## src/rtl/muldiv_pkg.sv

```systemverilog
// Shared types and op-decode helpers for the iterative multiply/divide unit.
package muldiv_pkg;

  typedef enum logic [2:0] {
    MD_MULTU = 3'b000,
    MD_MULT  = 3'b001,
    MD_DIVU  = 3'b010,
    MD_DIV   = 3'b011,
    MD_MADDU = 3'b100,
    MD_MADD  = 3'b101,
    MD_MSUBU = 3'b110,
    MD_MSUB  = 3'b111
  } md_op_e;

  typedef enum logic [1:0] {
    ST_IDLE = 2'b00,
    ST_PREP = 2'b01,
    ST_ITER = 2'b10,
    ST_FIX  = 2'b11
  } md_state_e;

  function automatic logic is_div(input md_op_e op);
    return (op == MD_DIVU) || (op == MD_DIV);
  endfunction

  function automatic logic is_signed(input md_op_e op);
    return op[0];
  endfunction

  function automatic logic is_acc(input md_op_e op);
    return op[2];
  endfunction

  function automatic logic is_sub(input md_op_e op);
    return (op == MD_MSUBU) || (op == MD_MSUB);
  endfunction

endpackage

```

## src/rtl/muldiv_iter_step.sv

```systemverilog
// One iteration of the datapath: STEP shift-add (multiply) or restoring-subtract
// (divide) steps on the 2*WIDTH partial register {hi_part, lo_part}.
module muldiv_iter_step #(
  parameter int unsigned WIDTH = 32,
  parameter int unsigned STEP  = 1
) (
  input  logic                 div_mode,
  input  logic [2*WIDTH-1:0]   part_i,
  input  logic [WIDTH-1:0]     opnd_i,
  output logic [2*WIDTH-1:0]   part_o
);

  logic [2*WIDTH-1:0] p;
  logic [WIDTH:0]     t;

  always_comb begin
    p = part_i;
    t = '0;
    for (int unsigned i = 0; i < STEP; i++) begin
      if (div_mode) begin
        // Shift remainder:quotient left, subtract divisor if it fits, retire quotient bit.
        t = p[2*WIDTH-1:WIDTH-1];
        if (t >= {1'b0, opnd_i}) begin
          t = t - {1'b0, opnd_i};
          p = {t[WIDTH-1:0], p[WIDTH-2:0], 1'b1};
        end else begin
          p = {t[WIDTH-1:0], p[WIDTH-2:0], 1'b0};
        end
      end else begin
        // Add multiplicand into the upper half when the multiplier LSB is set, then shift right.
        t = {1'b0, p[2*WIDTH-1:WIDTH]} + (p[0] ? {1'b0, opnd_i} : {(WIDTH+1){1'b0}});
        p = {t, p[WIDTH-1:1]};
      end
    end
    part_o = p;
  end

endmodule

```

## src/rtl/muldiv_iter.sv

```systemverilog
// Iterative multiply/divide/multiply-accumulate unit writing architectural HI/LO,
// with start/busy/done handshake and direct HI/LO write that aborts any op in flight.
module muldiv_iter
  import muldiv_pkg::*;
#(
  parameter int unsigned WIDTH = 32,
  parameter int unsigned STEP  = 1
) (
  input  logic             clk,
  input  logic             reset_n,
  input  logic [WIDTH-1:0] a,
  input  logic [WIDTH-1:0] b,
  input  logic             start,
  input  logic [2:0]       op,
  input  logic             we,
  input  logic             hilo,
  output logic             busy,
  output logic             done,
  output logic             dz,
  output logic [WIDTH-1:0] hi,
  output logic [WIDTH-1:0] lo
);

  localparam int unsigned N     = WIDTH / STEP;
  localparam int unsigned CNT_W = $clog2(N + 1);
  localparam int unsigned PW    = 2 * WIDTH;

  md_state_e        state_q, state_d;
  md_op_e           op_q, op_d;
  logic [CNT_W-1:0] cnt_q, cnt_d;
  logic [WIDTH-1:0] a_q, a_d, b_q, b_d, opnd_q, opnd_d;
  logic [PW-1:0]    part_q, part_d, snap_q, snap_d;
  logic             qneg_q, qneg_d, rneg_q, rneg_d;
  logic [WIDTH-1:0] hi_q, hi_d, lo_q, lo_d;
  logic             busy_q, busy_d, done_q, done_d, dz_q, dz_d;

  logic             a_neg, b_neg;
  logic [WIDTH-1:0] a_mag, b_mag, quot, rem, q_res, r_res;
  logic [PW-1:0]    prod, acc_res, step_part;

  // Operand magnitudes and sign-corrected results
  assign a_neg   = is_signed(op_q) & a_q[WIDTH-1];
  assign b_neg   = is_signed(op_q) & b_q[WIDTH-1];
  assign a_mag   = a_neg ? (~a_q + WIDTH'(1)) : a_q;
  assign b_mag   = b_neg ? (~b_q + WIDTH'(1)) : b_q;
  assign prod    = qneg_q ? (~part_q + PW'(1)) : part_q;
  assign quot    = part_q[WIDTH-1:0];
  assign rem     = part_q[PW-1:WIDTH];
  assign q_res   = qneg_q ? (~quot + WIDTH'(1)) : quot;
  assign r_res   = rneg_q ? (~rem + WIDTH'(1)) : rem;
  assign acc_res = is_sub(op_q) ? (snap_q - prod) : (snap_q + prod);

  muldiv_iter_step #(
    .WIDTH (WIDTH),
    .STEP  (STEP)
  ) u_step (
    .div_mode (is_div(op_q)),
    .part_i   (part_q),
    .opnd_i   (opnd_q),
    .part_o   (step_part)
  );

  always_comb begin
    state_d = state_q;
    op_d    = op_q;
    cnt_d   = cnt_q;
    a_d     = a_q;
    b_d     = b_q;
    opnd_d  = opnd_q;
    part_d  = part_q;
    snap_d  = snap_q;
    qneg_d  = qneg_q;
    rneg_d  = rneg_q;
    hi_d    = hi_q;
    lo_d    = lo_q;
    busy_d  = busy_q;
    done_d  = 1'b0;
    dz_d    = dz_q;

    if (we) begin
      // Direct write wins over everything and abandons any op in flight.
      if (hilo) hi_d = a;
      else      lo_d = a;
      state_d = ST_IDLE;
      busy_d  = 1'b0;
    end else begin
      case (state_q)
        ST_IDLE: begin
          if (start) begin
            state_d = ST_PREP;
            op_d    = md_op_e'(op);
            a_d     = a;
            b_d     = b;
            dz_d    = 1'b0;
            busy_d  = 1'b1;
          end
        end
        ST_PREP: begin
          state_d = ST_ITER;
          cnt_d   = CNT_W'(N);
          snap_d  = {hi_q, lo_q};
          qneg_d  = a_neg ^ b_neg;
          rneg_d  = a_neg;
          if (is_div(op_q)) begin
            part_d = {{WIDTH{1'b0}}, a_mag};
            opnd_d = b_mag;
          end else begin
            part_d = {{WIDTH{1'b0}}, b_mag};
            opnd_d = a_mag;
          end
        end
        ST_ITER: begin
          part_d = step_part;
          cnt_d  = cnt_q - CNT_W'(1);
          if (cnt_q == CNT_W'(1)) state_d = ST_FIX;
        end
        ST_FIX: begin
          state_d = ST_IDLE;
          busy_d  = 1'b0;
          done_d  = 1'b1;
          if (is_div(op_q)) begin
            if (b_q == '0) begin
              lo_d = '1;
              hi_d = a_q;
              dz_d = 1'b1;
            end else begin
              lo_d = q_res;
              hi_d = r_res;
            end
          end else if (is_acc(op_q)) begin
            {hi_d, lo_d} = acc_res;
          end else begin
            {hi_d, lo_d} = prod;
          end
        end
        default: state_d = ST_IDLE;
      endcase
    end
  end

  always_ff @(posedge clk or negedge reset_n) begin
    if (!reset_n) begin
      state_q <= ST_IDLE;
      op_q    <= MD_MULTU;
      cnt_q   <= '0;
      a_q     <= '0;
      b_q     <= '0;
      opnd_q  <= '0;
      part_q  <= '0;
      snap_q  <= '0;
      qneg_q  <= 1'b0;
      rneg_q  <= 1'b0;
      hi_q    <= '0;
      lo_q    <= '0;
      busy_q  <= 1'b0;
      done_q  <= 1'b0;
      dz_q    <= 1'b0;
    end else begin
      state_q <= state_d;
      op_q    <= op_d;
      cnt_q   <= cnt_d;
      a_q     <= a_d;
      b_q     <= b_d;
      opnd_q  <= opnd_d;
      part_q  <= part_d;
      snap_q  <= snap_d;
      qneg_q  <= qneg_d;
      rneg_q  <= rneg_d;
      hi_q    <= hi_d;
      lo_q    <= lo_d;
      busy_q  <= busy_d;
      done_q  <= done_d;
      dz_q    <= dz_d;
    end
  end

  assign busy = busy_q;
  assign done = done_q;
  assign dz   = dz_q;
  assign hi   = hi_q;
  assign lo   = lo_q;

endmodule

```

## config.mk

```make
export PLATFORM = sky130hd
export DESIGN_NAME = muldiv_iter
export DESIGN_NICKNAME = d
export VERILOG_FILES = /design/src/rtl/muldiv_pkg.sv /design/src/rtl/muldiv_iter_step.sv /design/src/rtl/muldiv_iter.sv
export SDC_FILE = /design/constraint.sdc
export NUM_CORES = 1
export LEC_CHECK = 0
export CAP_MARGIN = 30
export CORE_MARGIN = 8
export CORE_UTILIZATION = 60
export CTS_BUF_LIST = sky130_fd_sc_hd__clkbuf_4 sky130_fd_sc_hd__clkbuf_8
export CTS_CLUSTER_DIAMETER = 30
export DETAILED_ROUTE_END_ITERATION = 8
export PLACE_DENSITY = 0.83
export SKIP_LAST_GASP = 1
export SLEW_MARGIN = 20
export SYNTH_ARGS = -nofsm -noshare
export SYNTH_HDL_FRONTEND = slang
export SYNTH_SLANG_ARGS = --single-unit
```

## constraint.sdc

```tcl
create_clock -name clk -period 18.15 [get_ports clk]
set_clock_uncertainty 0.2 [all_clocks]
set_input_delay 3.63 -clock clk [delete_from_list [all_inputs] [get_ports clk]]
set_output_delay 3.63 -clock clk [all_outputs]
set_load 0.01 [all_outputs]
```

==> results.cfg <==
[logic_synthesis]
synth_cell_type_count = 83
synth_edf_count = 0
ys_ff_latch = 304
yosys_warnings = 0
yosys.area.top_type_share = 0.285
synth_area_leaders = dfrtp_1 (29%), nand2_1 (8.6%), ha_1 (6.5%)
synth.largest_area_cell = dfrtp_1
synth_most_common_cell = nand2_1
yosys-top-cells-count = nand2_1 (609), dfrtp_1 (304), nor2_1 (256)
syn_nets = 3599
synth_ff_type = dfrtp_1
syn_area_per_cell_um2 = 7.88
syn_inst = 3386
seq_area_frac_synth = 0.285
syn-cell-area_mm2 = 0.0267
async_flop_share = 1.00

[detailed_routing]
drtPass1Iterations = 9
vias = 27400
via_per_inst = 6.68
wire_per_inst_um = 24.7
drtIter0Drc = 3309
drc_errors = 0
antenna_left = 0
wirelength_um = 101000

[job]
maxCapViolCount = 0

[timing]
min_period_over_period = 0.414
fin_crit_ps = 7520
fin_tns_setup_ps = 0
maxSlewViolCount = 0
setup_viol = 0
maxClockFrequency_mhz = 133
max_slew.worst_pin.slew_ps = 995
rsz0062_at_grt = no
relSlewSlack = 0.335
finalHoldViolations = 0
worst_slack_ps = 10630

[worst_setup_path]
critPathTopFamily = compound AO/OA/AOI/OAI gates
cp-end-kind = register
critPathBufInv = 1
required_ps = 18520
critPathMaxFanout = 9
criticalPathCategory = reg -> reg
startpoint_type = register
cp.arrival_ps = 7890
cp_slowest_stage_delay_ps = 530
crit_slowest_cell = o41ai_1

[global_route]
gr-total-overflow = 0
grt_max_degree = 100
grt_pass1_wl_um = 155000
grt_pass1_vias = 26400
track_usage = 0.389
antenna_found_initial = 6

[outcome]
outcome = finished clean

[placement]
io_buffer_count = 138
place_hpwl_um = 75500
place_congestion = 1.07
pre_cts_ws_ps = 10820

[floorplan]
initial_utilization = 0.606
dieArea_mm2 = 0.0514
die_x_um = 227
rows = 77
io_pins = 139
fp.dieH_um = 227
core_mm2 = 0.0440

[clock_tree]
postCtsHoldBufs = 0
clk_transition_reported_paths_ps = 50
htree_levels = 3
cts_buffers = 81
post-cts-setup-buffer-count = 0
cts.sink_count = 304
post_cts_resized = 0
tritoncts = built
cts_max_path_buffers = 3
clockRootBuffer = clkbuf_8
clock_latency_ps = 690

[cells_and_area]
drive_above_1_share = 0.0982
regArea_mm2 = 0.00761
fillers = 3614
multiInputGateArea_mm2 = 0.0179
area_growth_pct = 13.8
nets = 3650

[hold_path]
hp-class = reg -> reg
==> path summary, 6_finish.rpt <==
check / cells after the start / slack [ps] / to / from
worst max-delay path: 25 / 10630 / hi[30] / part_q[0]
worst min-delay path: 2 / 290 / snap_q[61] / snap_q[61]
worst max register to register: 25 / 10630 / hi[30] / part_q[0]
worst min register to register: 2 / 290 / snap_q[61] / snap_q[61]
max in group asynchronous: 4 / 12970 / lo[29] / reset_n
min in group asynchronous: 1 / 2730 / cnt_q[4] / reset_n
==> stage by stage <==
step	std cells	util	hold slack [ps]	cell area, um2
5_1_grt	4097	0.689	312	30300
2_1_floorplan	3386	-	250	26700
4_1_cts	4093	0.687	287	30300
3_3_place_gp	3941	0.644	266	28400
3_5_place_dp	3943	0.645	274	28400
6_report	4099	0.689	287	30300
==> cell usage in the layout (no fill, tap or decap), types with 23 or more instances in the layout <==
cell type        count
a21o_1              88
o21ai_0            252
o31ai_1             45
buf_4               42
and3_1              42
o22ai_1             29
or3_1               34
nor3_1              34
ha_1               138
nand4_1             28
o21a_1              23
a211oi_1            42
o211ai_1            65
mux2i_1             49
or4_1               23
nor2_1             256
nor4_1              25
xor2_1             154
dfrtp_1            301
inv_1               95
clkdlybuf4s50_1    136
nand2_1            607
xnor2_1            180
nand3_1             35
a31oi_1             67
a21oi_1            202
mux2_2              74
clkbuf_8            99
==> cell families after synthesis <==
family | synth area share
buffers and inverters | 0.0447
muxes | 0.0606
DFF | 0.285
adders and majority gates | 0.0670
AOI/OAI and AO/OA | 0.230
and+or+nand+nor | 0.203
xor gates and xnor gates | 0.110
==> worst register-to-register path: stages, from the launching register on <==
cell      delay [ps]
dfrtp_1          500
clkinv_1         120
ha_1             220
or3b_1           490
o41ai_1          530
xor2_1           420
nand4_1          220
nor4_4           380
nand3_1          310
or3_1            440
nor2_2           220
nor2_1            80
xnor2_1          150
ha_1             400
and4_1           230
nand2_1           80
o211ai_1         130
a221o_1          370
a221o_1          360
a21oi_1          220
o221a_2          230
o31a_1           260
o21ai_0          180
a311oi_1         350
xor2_1           110
a221oi_1         230
==> metal layers <==
metal / wire [um] / vias to the layer above / part of all wire / global-route usage
met3: 11500 / 490 / 0.11 / 0.106
met5: 44 / - / 0.00043 / 0
li1: - / 12200 / - / -
met2: 43900 / 1762 / 0.43 / 0.594
met4: 7870 / 6 / 0.078 / 0.252
met1: 38000 / 12900 / 0.38 / 0.480
==> flip-flops by register name (all words and copies together), names as in the netlist, 2 cells and up <==
signal	cells
part_q	64
lo	32
snap_q	64
b_q	32
opnd_q	32
hi	32
a_q	32
cnt_q	6
state_q	2
op_q	3
==> cell type report <==
type / count / area share
clock inverter: 42 / 0.0143
antenna: 3 / 0.000247
tap: 592 / 0.0244
multi-input combinational: 2769 / 0.591
sequential: 304 / 0.251
clock buffer: 108 / 0.0471
timing repair buffer: 185 / 0.0599
inverter: 96 / 0.0119
Power is left out: the tool's default activity adds up to more than one toggle a clock period on the data nets, which glitch-free logic cannot reach.
